File: src/rtl/instruction_decoder_pkg.sv
// Shared encodings for the 8-bit core: opcode prefixes, register codes and the
// NOPD8 stall length used by both the decoder and the program sequencer.
package instruction_decoder_pkg;

    localparam logic       LOAD_PFX = 1'b0;
    localparam logic [1:0] MOVE_PFX = 2'b10;
    localparam logic [2:0] ALU_PFX  = 3'b110;
    localparam logic [3:0] JMP_PFX  = 4'hE;
    localparam logic [3:0] JNZ_PFX  = 4'hF;

    localparam logic [7:0] NOP_CODE_DEFAULT = 8'hBF;

    // Final phase of the 3-cycle NOPD8; the sequencer's counter uses the same value.
    localparam logic [1:0] STALL_LAST = 2'd2;

    typedef enum logic [2:0] {
        REG_0 = 3'd0,
        REG_1 = 3'd1,
        REG_2 = 3'd2,
        REG_3 = 3'd3,
        REG_4 = 3'd4,
        REG_5 = 3'd5,
        REG_6 = 3'd6,
        REG_7 = 3'd7
    } reg_code_e;

    function automatic logic [7:0] reg_onehot(input reg_code_e code);
        return 8'b0000_0001 << code;
    endfunction

endpackage

File: src/rtl/instruction_decoder_stall.sv
// NOPD8 stall-phase counter; steps 0,1,2 while NOPD8 is decoded and holds pc
// for the first two phases. Intended for reuse by the program sequencer.
module nop_stall_counter
    import instruction_decoder_pkg::*;
(
    input  logic       clk,
    input  logic       sync_reset,
    input  logic       nopd8,
    output logic [1:0] cnt,
    output logic       stall
);

    // NOTE: state registers use non-blocking assignments so every flop samples
    // pre-edge values, regardless of block evaluation order.
    always_ff @(posedge clk) begin
        if (sync_reset) begin
            cnt <= 2'd0;
        end else if (nopd8 && cnt != STALL_LAST) begin
            cnt <= cnt + 2'd1;
        end else if (cnt == STALL_LAST) begin
            cnt <= 2'd0;
        end
    end

    assign stall = nopd8 && (cnt < STALL_LAST);

endmodule

File: src/rtl/instruction_decoder.sv
// Instruction decoder: combinational control decode of ir, zero flag, NOPD8
// stall tracking and a retired-instruction counter aligned with the sequencer.
module instruction_decoder
    import instruction_decoder_pkg::*;
#(
    parameter logic [7:0]  NOP_CODE = NOP_CODE_DEFAULT,
    parameter int unsigned CNT_W    = 16
) (
    input  logic             clk,
    input  logic             sync_reset,
    input  logic [7:0]       ir,
    input  logic             alu_zero,
    output logic             jmp,
    output logic             jmp_nz,
    output logic [3:0]       jmp_addr,
    output logic             dont_jmp,
    output logic             NOPD8,
    output logic [7:0]       reg_en,
    output logic [2:0]       src_sel,
    output logic             imm_sel,
    output logic             alu_en,
    output logic             alu_y_sel,
    output logic [3:0]       alu_fn,
    output logic             stall,
    output logic [CNT_W-1:0] instr_count
);

    logic       z;
    logic [1:0] cnt;

    // NOTE: every output gets a default before the decode so no path leaves a
    // signal unassigned, which would otherwise infer a latch.
    always_comb begin
        jmp       = 1'b0;
        jmp_nz    = 1'b0;
        jmp_addr  = 4'h0;
        NOPD8     = 1'b0;
        reg_en    = 8'h00;
        src_sel   = 3'd0;
        imm_sel   = 1'b0;
        alu_en    = 1'b0;
        alu_y_sel = 1'b0;
        alu_fn    = 4'h0;
        if (!sync_reset) begin
            // NOP_CODE sits inside the move encoding space, so it is tested first.
            if (ir == NOP_CODE) begin
                NOPD8 = 1'b1;
            end else if (ir[7] == LOAD_PFX) begin
                reg_en  = reg_onehot(reg_code_e'(ir[6:4]));
                imm_sel = 1'b1;
            end else if (ir[7:6] == MOVE_PFX) begin
                reg_en  = reg_onehot(reg_code_e'(ir[5:3]));
                src_sel = ir[2:0];
            end else if (ir[7:5] == ALU_PFX) begin
                alu_en    = 1'b1;
                alu_y_sel = ir[4];
                alu_fn    = ir[3:0];
            end else if (ir[7:4] == JMP_PFX) begin
                jmp      = 1'b1;
                jmp_addr = ir[3:0];
            end else if (ir[7:4] == JNZ_PFX) begin
                jmp_nz   = 1'b1;
                jmp_addr = ir[3:0];
            end
        end
    end

    nop_stall_counter u_stall (
        .clk        (clk),
        .sync_reset (sync_reset),
        .nopd8      (NOPD8),
        .cnt        (cnt),
        .stall      (stall)
    );

    always_ff @(posedge clk) begin
        if (sync_reset) begin
            z <= 1'b0;
        end else if (alu_en) begin
            z <= alu_zero;
        end
    end

    // Gated so the flag reads 0 in the reset cycle even before the first reset edge.
    assign dont_jmp = z && !sync_reset;

    always_ff @(posedge clk) begin
        if (sync_reset) begin
            instr_count <= '0;
        end else if (!stall) begin
            instr_count <= instr_count + CNT_W'(1);
        end
    end

endmodule

File: config.mk
export PLATFORM = sky130hd
export DESIGN_NAME = instruction_decoder
export DESIGN_NICKNAME = d
export VERILOG_FILES = /design/src/rtl/instruction_decoder_pkg.sv /design/src/rtl/instruction_decoder_stall.sv /design/src/rtl/instruction_decoder.sv
export SDC_FILE = /design/constraint.sdc
export NUM_CORES = 1
export LEC_CHECK = 0
export CAP_MARGIN = 5
export CORE_MARGIN = 5
export CORE_UTILIZATION = 42
export DETAILED_ROUTE_END_ITERATION = 10
export GPL_TIMING_DRIVEN = 1
export MAX_ROUTING_LAYER = met4
export PLACE_DENSITY = 0.79
export SYNTH_ARGS = -nofsm -noshare
export SYNTH_HDL_FRONTEND = slang
export SYNTH_SLANG_ARGS = --single-unit
File: constraint.sdc
create_clock -name clk -period 1.94 [get_ports clk]
set_clock_uncertainty 0.1 [all_clocks]
set_input_delay 0.291 -clock clk [delete_from_list [all_inputs] [get_ports clk]]
set_output_delay 0.291 -clock clk [all_outputs]
set_load 0.005 [all_outputs]
## Yosys cells after proc, flatten, opt, wreduce, memory -nomap -nowiden

Index checks and enable logic that the tools add are counted.

- Bits of input ports: 11
- Logic and storage cells: 70
- Register bits: 19
- Output and inout bits: 43

- Reductions and logical operators: 5
- Shift-type cells: 2
- Equality and inequality tests: 7
- Muxes and demuxes: 50
- $add $sub $neg: 2
- $lt $le $gt $ge: 1

Operator list:

| cell | count |
|---|---|
| 4-bit two-way mux | 12 |
| 8-bit two-way mux | 4 |
| 1-bit two-way mux | 28 |
| 16-bit by 1-bit adder with 16-bit output, second input constant | 1 |
| 1-bit by 3-bit left shift with 8-bit output, first input constant | 2 |
| 3-bit two-way mux | 4 |
| 4-bit equality test, second input constant | 2 |
| 8-bit equality test, second input constant | 1 |
| 2-bit equality test, second input constant | 2 |
| 2-bit two-way mux | 2 |
| 3-bit equality test, second input constant | 1 |
| 1-bit logical AND | 3 |
| 2-bit by 1-bit adder with 2-bit output, second input constant | 1 |
| 2-bit < comparator, second input constant | 1 |
| 2-bit inequality test, second input constant | 1 |
| 2-bit nonzero test | 1 |
| 1-bit logical NOT | 1 |

## Logic depth before layout (Yosys ltp)

Gate-level depths: netlist of the first run.

- Word-level depth: 8
- Depth in mapped cells: 6
- Mapped depth without buffers: 5

## By module

From an unflattened synthesis of the first run, not the netlist that was laid out.

- Cell total of the unflattened synthesis: 152
- Area, all modules: 1295.0 sq um

Modules (own cells, without submodules):

| module | area an instance (sq um) | sequential area each (sq um) | cells each | times used |
|---|---|---|---|---|
| instruction_decoder | 1204.9 | 340.3 | 143 | 1 |
| nop_stall_counter | 90.1 | 40.0 | 9 | 1 |

## Worst setup path before layout of the first run

No wires, ideal clock.

- Path type: register to register
- From: register instr_count[2]
- To: register instr_count[15]
- Data required time: 1.719 ns
- Clock period less this slack: 1.629 ns
- Stages on the path, launching flop included: 6
- Data arrival time: 1.408 ns
- Path slack: 0.311 ns
- Buffers on the path: 1
- Setup time: 0.121 ns
- Path through: dfxtp_1 and3_1 nand3_1 buf_2 nor4_1 mux2_2

- Longest elaborated chain between the ends: 1

Ends and longest elaborated chain:

| element | RTL line | source |
|---|---|---|
| start, declared | instruction_decoder.sv:25 | `output logic [CNT_W-1:0] instr_count` |
| start signal, assigned | instruction_decoder.sv:91 | `instr_count <= instr_count + CNT_W'(1);` |
| 16-bit by 1-bit adder with 16-bit output | instruction_decoder.sv:91 |  |

Every way passes these cells.
A chain may end at the register's enable or synchronous reset.

## Worst setup path after layout of the first run

- From: input ir[5]
- To: output alu_fn[2]

- Longest elaborated chain between the ends: 6
- Elaborated cells between the ends (all ways): 7
- Those cells by class: eq/ne (2); mux (5)

Ends and longest elaborated chain:

| element | RTL line | source |
|---|---|---|
| start, declared | instruction_decoder.sv:11 | `input logic [7:0] ir,` |
| 3-bit equality test | instruction_decoder.sv:54 | `end else if (ir[7:5] == ALU_PFX) begin` |
| 4-bit two-way mux | instruction_decoder.sv:54 |  |
| 4-bit two-way mux | instruction_decoder.sv:51 | `end else if (ir[7:6] == MOVE_PFX) begin` |
| 4-bit two-way mux | instruction_decoder.sv:48 | `end else if (ir[7] == LOAD_PFX) begin` |
| 4-bit two-way mux * | instruction_decoder.sv:46 | `if (ir == NOP_CODE) begin` |
| 4-bit two-way mux * | instruction_decoder.sv:44 | `if (!sync_reset) begin` |
| end, declared | instruction_decoder.sv:23 | `output logic [3:0] alu_fn,` |

Every way passes the cells marked *; elsewhere a longest branch is shown, timed or not.

==> metrics, run 1 <==
ANT nets after route=0; critical path's top delay family=buffers and inverters; slew at the pin closest to its max-slew limit=305.4 ps; Pwr per Cell Area=370.6 nW/um^2; clk_lat worst skew=290 ps; startpoint types=input pin; placed cells=259; layout overhead on the synthesized area=60.78%; HPWL after DPL=3037 um; Routed wire per std cell=14.71 um; Die X=65.26 um; FF+latch area=381.6 um^2; Yosys warnings=0; worst-path fanout max=7; layout cells sized above 1=25.75%; first-pass GRT wire length=6410 um; Setup violations, final=0; register area share after synthesis=29.66%; DRC Markers=0; distinct cell type count after synthesis=39; num rows=20; Setup crit end=alu_fn[2]; Antenna Cells=0; slowest stage cell on the critical path=clkdlybuf4s50_1; H-Tree Depth=1; fmax=0.5299 GHz; via count=1456; GPL Wtd Cong=0.8058; initial antenna violation count=0; Reg2Reg Depth=6; fin cells=266; Final Hold Fails=0; Worst path max stage delay=510 ps; Worst EP required=1550 ps; R2R Setup Slk=140 ps; critical path capture point type=primary output; Hold Crit Class=register to register; leading area contributor after synthesis=dfxtp_1; status=finished clean; Post-synth ARST share=0%; worst vdd ir=0.0003260 V; Synth Register Bits=19; Mapped Nets=170; Core Area=3003 um^2; vias in the first global route=1418; CTS Buffer Depth=2; total global routing overflow=0; Synth top area share=29.66%; Ports=54; Setup Crit Path Kind=input pin to primary output; CP Buf/Inv Count=2; R2R Path End=instr_count[14]; largest net degree at the start of global routing=13; leakage power=0.8622 nW; port bufs=53; routed wire length=3914 um; height of the chip=65.26 um; Inserted Clock Buffers=3; Clock transition at path regs=110 ps; Starting Density=42.71%; DR vias/cell=5.474; full die area=4259 um^2; syn avg cell area=8.169 um^2; CTS tree=built; max cap viols=0; area of the multi-input gates=880.8 um^2; FILL cells=245; synth top area cells=dfxtp_1, a21oi_1, and2_1, o31ai_1, and3_1; cell count after synthesis=157; CP cell instances=buf_4, nor2b_4, and3b_2, and2_1, clkdlybuf4s50_1; worst relative slew slack=79.11%; Syn Std Cell Area=1282 um^2; clk root buf=clkbuf_4; GRT Total Usage=19.29%; period utilization=97.28%; drt first pass iters=4; Initial DRC Count=91; CTS Sinks=19; Hold Slack=415.2 ps; RSZ-0062 raised after global routing=no; # hold bufs at CTS=0; Crit path depth=5; count of flip-flops with a built-in enable after synthesis=0; final worst path period need=1887 ps; R2R Path Start=instr_count[1]; ys flop type=dfxtp_1; TNS Setup=0 ps; CP arrival=1500 ps; crit path from=ir[5]; Final nets=247; Slew Limit Fails=0
-- per-stage QoR --
stage	worst slack, ps	util, %	power (mW)	instance area [um^2]
5_1_grt	2.286	68.67	0.8102	2062
6_report	52.83	68.67	0.7641	2062
4_1_cts	6.585	68.54	0.7689	2058
3_5_place_dp	-588.9	67.25	0.5729	2019
3_3_place_gp	-526.9	67.25	0.5673	2019
2_1_floorplan	311.2	-	0.4733	1282
-- cells by family after synthesis --
| family | count (synthesis) | share of synthesized area [%] |
|---|---|---|
| multiplexers | 4 | 3.220 |
| AND/OR/NAND/NOR | 82 | 41.47 |
| buffers and inverters | 14 | 4.487 |
| XOR/XNOR | 5 | 3.414 |
| adder cells (fa/ha/maj) | 2 | 1.951 |
| flip-flops | 19 | 29.66 |
| AO/OA/AOI/OAI | 31 | 15.81 |
-- worst min path at each step --
| stage | cells after the start | endpoint | slack [ps] | from |
|---|---|---|---|---|
| after floorplan | 2 | z | 340 | alu_zero |
| after global placement | 2 | z | 370 | z |
| after detailed placement | 2 | z | 390 | z |
| after CTS | 2 | z | 420 | z |
| after global routing | 2 | instr_count[11] | 440 | instr_count[11] |
| final | 2 | instr_count[14] | 420 | instr_count[14] |
-- Yosys cell counts (5+ instances only) --
master and n:
nand3_1 6, dfxtp_1 19, a21oi_1 14, clkbuf_1 5, nand2_1 6, nor3_1 7
and3_1 8, or4_1 5, nor2b_1 7, o21ai_0 6, or3_1 5, and2_1 11
nor2_1 12, o31ai_1 8
-- metal layers --
metal	GRT usage, %	share of wire (%)	vias to the layer above
met1	20.23	42	685
met2	36.92	53	44
met4	5.181	0.74	0
met5	-	0	-
met3	3.248	4.6	4
li1	-	-	723
-- cells in the final DEF (no fill, tap or decap), types with 4 or more instances in the layout --
cell type / n
or4_1: 5
buf_4: 29
or3_1: 5
a21oi_1: 14
o21ai_0: 6
and3_1: 7
nor2b_1: 4
clkdlybuf4s50_1: 28
dlygate4sd2_1: 16
o31ai_1: 8
dfxtp_1: 18
and2_1: 11
nand2_1: 6
nand3_1: 6
nor2_1: 11
xor2_1: 4
nor3_1: 6
-- worst min-delay path, cell delays in order (launching register included) --
cell and delay [ps]:
dfxtp_1 350, o31ai_1 70, a21oi_1 60
-- registers in the layout, summed over array words and instances, names as in the netlist --
register / count
u_stall.cnt: 2
z: 1
instr_count: 16
-- what timing repair did --
item | CTS | global route
setup endpoints to repair | 32 | 10
cloned | 0 | 0
setup buffers | 2 | 1
resized for setup | 55 | 8
pin swaps | 2 | 2
hold endpoints to repair | 0 | 0
-- final cells by class --
cell class | count | share of cell area [%]
flip-flops and latches | 19 | 18.51
well taps | 33 | 2.002
clock buffers | 4 | 1.274
multi-input cells | 124 | 42.72
repair buffers | 82 | 34.77
inverters | 4 | 0.7282
-- where the power goes --
group	total [mW]	switching (mW)	internal, mW
Clock	0.200	0.120	0.0800
Combinational	0.162	0.0759	0.0859
Sequential	0.403	0.00618	0.396
Total	0.764	0.202	0.562
Power figures use the tool's default switching activity.
==> run 2, diff against run 1 <==
--- a/config.mk
+++ b/config.mk
@@ -12,6 +12,8 @@
 export GPL_TIMING_DRIVEN = 1
 export MAX_ROUTING_LAYER = met4
 export PLACE_DENSITY = 0.79
+export SKIP_CTS_REPAIR_TIMING = 1
+export SLEW_MARGIN = 15
 export SYNTH_ARGS = -nofsm -noshare
 export SYNTH_HDL_FRONTEND = slang
 export SYNTH_SLANG_ARGS = --single-unit
==> metrics, run 2 (synthesized netlist as in run 1, its figures left out) <==
final worst path period need=1899 ps (+11.36 ps); Clock transition at path regs=110 ps (about the same); H-Tree Depth=1 (unchanged); R2R Path Start=instr_count[1]; layout cells sized above 1=24.89% (-0.86 points); post-route setup slack=41.47 ps (-11.36 ps); DR vias/cell=5.387 (-1.6%); Setup violations, final=0 (unchanged); worst relative slew slack=79.11% (unchanged); drt first pass iters=4 (unchanged); initial antenna violation count=0 (unchanged); GRT Total Usage=19.00% (-0.29 points); CTS Buffer Depth=2 (unchanged); Hold Crit Class=register to register; Reg2Reg Depth=6 (unchanged); DRC Markers=0 (unchanged); clk_lat worst skew=290 ps (about the same); first-pass GRT wire length=6341 um (-1.1%); Ports=54 (unchanged); met3 wire length=189 um (+4.4%); period utilization=97.86% (+0.59 points); R2R Path End=instr_count[14]; Starting Density=42.71% (unchanged); Routed wire per std cell=14.78 um (+0.43%); top flop regs=instr_count (16), u_stall.cnt (2), z (1); vias in the first global route=1407 (-0.78%); Inserted Clock Buffers=3 (unchanged); Die X=65.26 um (unchanged); Initial DRC Count=96 (+5.5%); placed cells=259 (unchanged); RSZ-0062 raised after global routing=yes; worst-path fanout max=7 (unchanged); total global routing overflow=0 (unchanged); final core occ=70.71% (+2.0 points); number of flip-flops in the largest register=16 (unchanged); most frequent cells in the layout=clkdlybuf4s50_1, buf_4, dfxtp_1; met2 routed WL=2089 um (+0.97%); Post-Route M1 WL=1623 um (-0.67%); routed wire length=3931 um (+0.43%); Hold Slack=415.2 ps (-0.01800 ps); Worst path max stage delay=510 ps (about the same); ANT nets after route=0 (unchanged); Final Hold Fails=0 (unchanged); slowest stage cell on the critical path=clkdlybuf4s50_1; Placement Setup Slack=-588.9 ps (unchanged); R2R Setup Slk=140 ps (about the same); Worst EP required=1550 ps (about the same); CP arrival=1510 ps (about the same); leakage power=1.048 nW (+22%); slew at the pin closest to its max-slew limit=305.4 ps (unchanged); via count=1433 (-1.6%); status=finished clean; layout overhead on the synthesized area=65.56%; Core Area=3003 um^2 (unchanged); Slew Limit Fails=0 (unchanged); Setup Crit Path Kind=input pin to primary output; max cap viols=0 (unchanged); hold_sp=instr_count[14]; Pwr Total=0.7677 mW (+0.47%); GPL Wtd Cong=0.8058 (unchanged); Largest Register=instr_count; Pwr per Cell Area=361.6 nW/um^2 (-2.4%); worst vdd ir=0.0003236 V (-0.74%); fin cells=266 (unchanged); fmax=0.5267 GHz (-0.60%); port bufs=53 (unchanged); Antenna Cells=0 (unchanged); TNS Setup=0 ps (unchanged); CTS tree=built; largest net degree at the start of global routing=13 (unchanged); CP cell instances=buf_4, nor2b_4, and3b_2, and2_1, clkdlybuf4s50_1; HPWL after DPL=3037 um (unchanged); top routing layer used=met4; dpl cell area=2019 um^2 (unchanged); clk root buf=clkbuf_4; startpoint types=input pin; num rows=20 (unchanged); CTS Sinks=19 (unchanged); critical path capture point type=primary output; full die area=4259 um^2 (unchanged); most common cell after layout, fill and taps aside=clkdlybuf4s50_1; Final nets=247 (unchanged); design area=2123 um^2 (+3.0%); Cells on Worst Hold Path=2 (unchanged); WHS Endpoint=instr_count[14]; height of the chip=65.26 um (unchanged)
## run 2: cell types whose count changed in the layout (fill, tap and decap cells not counted), sizes merged
cell	change
buf	-2
clkdlybuf4s50	+3
dlygate4sd2	-16
clkbuf	+1
clkdlybuf4s15	-2
dlymetal6s2s	+16
## run 2: area by class of cell
cell class	instances	area [um^2]
inverter	4	15.01
multi-input combinational	124	883.3
timing repair buffer	82	775.7
sequential	19	381.6
tap	33	41.29
fill	227	879.6
clock buffer	4	26.28
## run 2: where the power goes
| group | total, mW | leakage (nW) | internal, mW | switching, mW |
|---|---|---|---|---|
| Sequential | 0.403 | 0.154 | 0.396 | 0.00621 |
| Clock | 0.199 | 0.0150 | 0.0800 | 0.119 |
| Combinational | 0.166 | 0.879 | 0.0903 | 0.0760 |
| Total | 0.768 | 1.05 | 0.567 | 0.201 |
## run 2: metal layers
| layer | global-route usage, % | up-vias |
|---|---|---|
| met5 | - | - |
| met4 | 5.959 | 0 |
| met3 | 3.419 | 4 |
| met2 | 35.90 | 38 |
| met1 | 19.81 | 666 |
| li1 | - | 725 |
## run 2: how the worst max path moves through the flow
stage | start | slack (ps) | depth (start not counted) | endpoint
after CTS | ir[5] | -590 | 5 | alu_fn[0]
final | ir[5] | 40 | 5 | alu_fn[3]
after global routing | ir[1] | -10 | 9 | src_sel[0]
after detailed placement | ir[5] | -590 | 5 | alu_fn[0]
after global placement | ir[7] | -530 | 6 | reg_en[5]
after floorplan | instr_count[2] | 310 | 5 | instr_count[15]
## run 2: critical path: cells and delay by family
| kind | cells | cell delay (ps) |
|---|---|---|
| buffers and inverters | 2 | 660 |
| AND/OR/NAND/NOR | 3 | 560 |
==> run 3, diff against run 2 <==
--- a/config.mk
+++ b/config.mk
@@ -7,11 +7,11 @@
 export LEC_CHECK = 0
 export CAP_MARGIN = 5
 export CORE_MARGIN = 5
-export CORE_UTILIZATION = 42
+export CORE_UTILIZATION = 45
 export DETAILED_ROUTE_END_ITERATION = 10
 export GPL_TIMING_DRIVEN = 1
 export MAX_ROUTING_LAYER = met4
-export PLACE_DENSITY = 0.79
+export PLACE_DENSITY = 0.84
 export SKIP_CTS_REPAIR_TIMING = 1
 export SLEW_MARGIN = 15
 export SYNTH_ARGS = -nofsm -noshare
==> constraint.sdc (replaced) <==
create_clock -name clk -period 2.3 [get_ports clk]
set_clock_uncertainty 0.1 [all_clocks]
set_input_delay 0.345 -clock clk [delete_from_list [all_inputs] [get_ports clk]]
set_output_delay 0.345 -clock clk [all_outputs]
set_load 0.005 [all_outputs]
==> metrics, run 3 (synthesized netlist as in run 1, its figures left out) <==
Placement Setup Slack=-269.8 ps (+319.1 ps); fmax=0.4476 GHz; final worst path period need=2234 ps; via count=1479 (+3.2%); Largest Register=instr_count; Reg2Reg Depth=4 (-2); worst vdd ir=0.0003389 V (+4.7%); vias in the first global route=1398 (-0.64%); R2R Setup Slk=470 ps (+330 ps); CTS Buffer Depth=2 (unchanged); Starting Density=46.91% (+4.2 points); leakage power=0.8516 nW (-19%); period utilization=97.14%; DRC Markers=0 (unchanged); initial antenna violation count=0 (unchanged); clk root buf=clkbuf_4; clk_lat worst skew=300 ps (about the same); critical path capture point type=primary output; number of flip-flops in the largest register=16 (unchanged); Routed wire per std cell=14.36 um (-2.8%); DR vias/cell=5.710 (+6.0%); largest net degree at the start of global routing=20 (+7); layout cells sized above 1=18.42% (-6.5 points); port bufs=53 (unchanged); total global routing overflow=0 (unchanged); Hold Crit Class=input pin to register; H-Tree Depth=1 (unchanged); height of the chip=63.39 um (-2.9%); dpl cell area=1994 um^2 (-1.2%); most frequent cells in the layout=clkdlybuf4s50_1, buf_4, dfxtp_1; num rows=19 (-5.0%); Core Area=2734 um^2 (-9.0%); Worst EP required=1860 ps (+310 ps); CP arrival=1790 ps (+280 ps); Setup Crit Path Kind=input pin to primary output; GPL Wtd Cong=0.9281 (+15%); max cap viols=0 (unchanged); fin cells=259 (-2.6%); Ports=54 (unchanged); TNS Setup=0 ps (unchanged); Final nets=242 (-2.0%); placed cells=254 (-1.9%); Final Hold Fails=0 (unchanged); status=finished clean; R2R Path End=instr_count[15]; post-route setup slack=65.73 ps (+24.26 ps); top flop regs=instr_count (16), u_stall.cnt (2), z (1); hold_sp=sync_reset; most common cell after layout, fill and taps aside=clkdlybuf4s50_1; worst relative slew slack=67.83% (-11 points); full die area=4018 um^2 (-5.7%); Pwr Total=0.6487 mW (-16%); WHS Endpoint=z; GRT Total Usage=19.08% (+0.085 points); Slew Limit Fails=0 (unchanged); design area=2062 um^2 (-2.9%); Initial DRC Count=82 (-15%); Pwr per Cell Area=314.6 nW/um^2 (-13%); layout overhead on the synthesized area=60.78%; startpoint types=input pin; first-pass GRT wire length=6348 um (+0.11%); Antenna Cells=0 (unchanged); Clock transition at path regs=110 ps (about the same); Die X=63.39 um (-2.9%); Inserted Clock Buffers=3 (unchanged); ANT nets after route=0 (unchanged); Setup violations, final=0 (unchanged); Cells on Worst Hold Path=3 (+1); routed wire length=3720 um (-5.4%); CTS tree=built; R2R Path Start=instr_count[2]; CTS Sinks=19 (unchanged); worst-path fanout max=6 (-1); HPWL after DPL=2846 um (-6.3%); slew at the pin closest to its max-slew limit=481.9 ps (+176.5 ps); drt first pass iters=4 (unchanged)
==> run 3: changes by cell type in the layout (fill, tap and decap cells not counted), moves of 2 or more <==
cell	change
clkdlybuf4s50_1	+12
buf_4	-7
dlymetal6s2s_1	-6
clkbuf_2	-4
nor2b_4	-2
==> run 3: stage by stage <==
| step | util (%) | hold WS [ps] |
|---|---|---|
| after CTS | 73.96 | 415.8 |
| after detailed placement | 72.95 | 389.2 |
| after floorplan | - | 352.0 |
| final | 75.42 | 363.0 |
| after global routing | 75.42 | 400.1 |
| after global placement | 72.95 | 373.6 |
==> run 3: cell type report <==
| cell class | count | area (um^2) |
|---|---|---|
| Fill cell | 207 | 671.9 |
| Timing Repair Buffer | 77 | 748.2 |
| Sequential cell | 19 | 380.4 |
| Inverter | 4 | 15.01 |
| Multi-Input combinational cell | 124 | 852.1 |
| Clock inverter | 1 | 5.005 |
| Tap cell | 31 | 38.79 |
| Clock buffer | 3 | 22.52 |
==> run 3: per-layer routing <==
metal,track usage (%),share of wire [%],vias to the layer above
met2,34.01,49,82
li1,-,-,714
met5,-,0,-
met4,5.195,0.78,0
met3,4.085,9.3,8
met1,21.27,41,675
==> run 3: worst max-delay path: stages <==
cell and delay [ps]:
dlymetal6s2s_1 170, nand2b_1 180, or3b_2 440, a21oi_1 140
clkdlybuf4s50_1 510
==> run 3: power by group <==
part / switching (mW) / internal, mW / total (mW) / leakage (nW)
logic: 0.0625 / 0.0770 / 0.140 / 0.680
registers: 0.00531 / 0.334 / 0.339 / 0.154
clock network: 0.105 / 0.0648 / 0.170 / 0.0177
==> run 3: how the worst max path moves through the flow <==
stage                 to  slack (ps)   from
2_1_floorplan  reg_en[3]         660  ir[5]
3_3_place_gp   reg_en[6]        -220  ir[4]
3_5_place_dp   reg_en[5]        -270  ir[7]
4_1_cts        reg_en[5]        -280  ir[7]
5_1_grt        reg_en[5]          -7  ir[7]
6_report       reg_en[5]          70  ir[7]
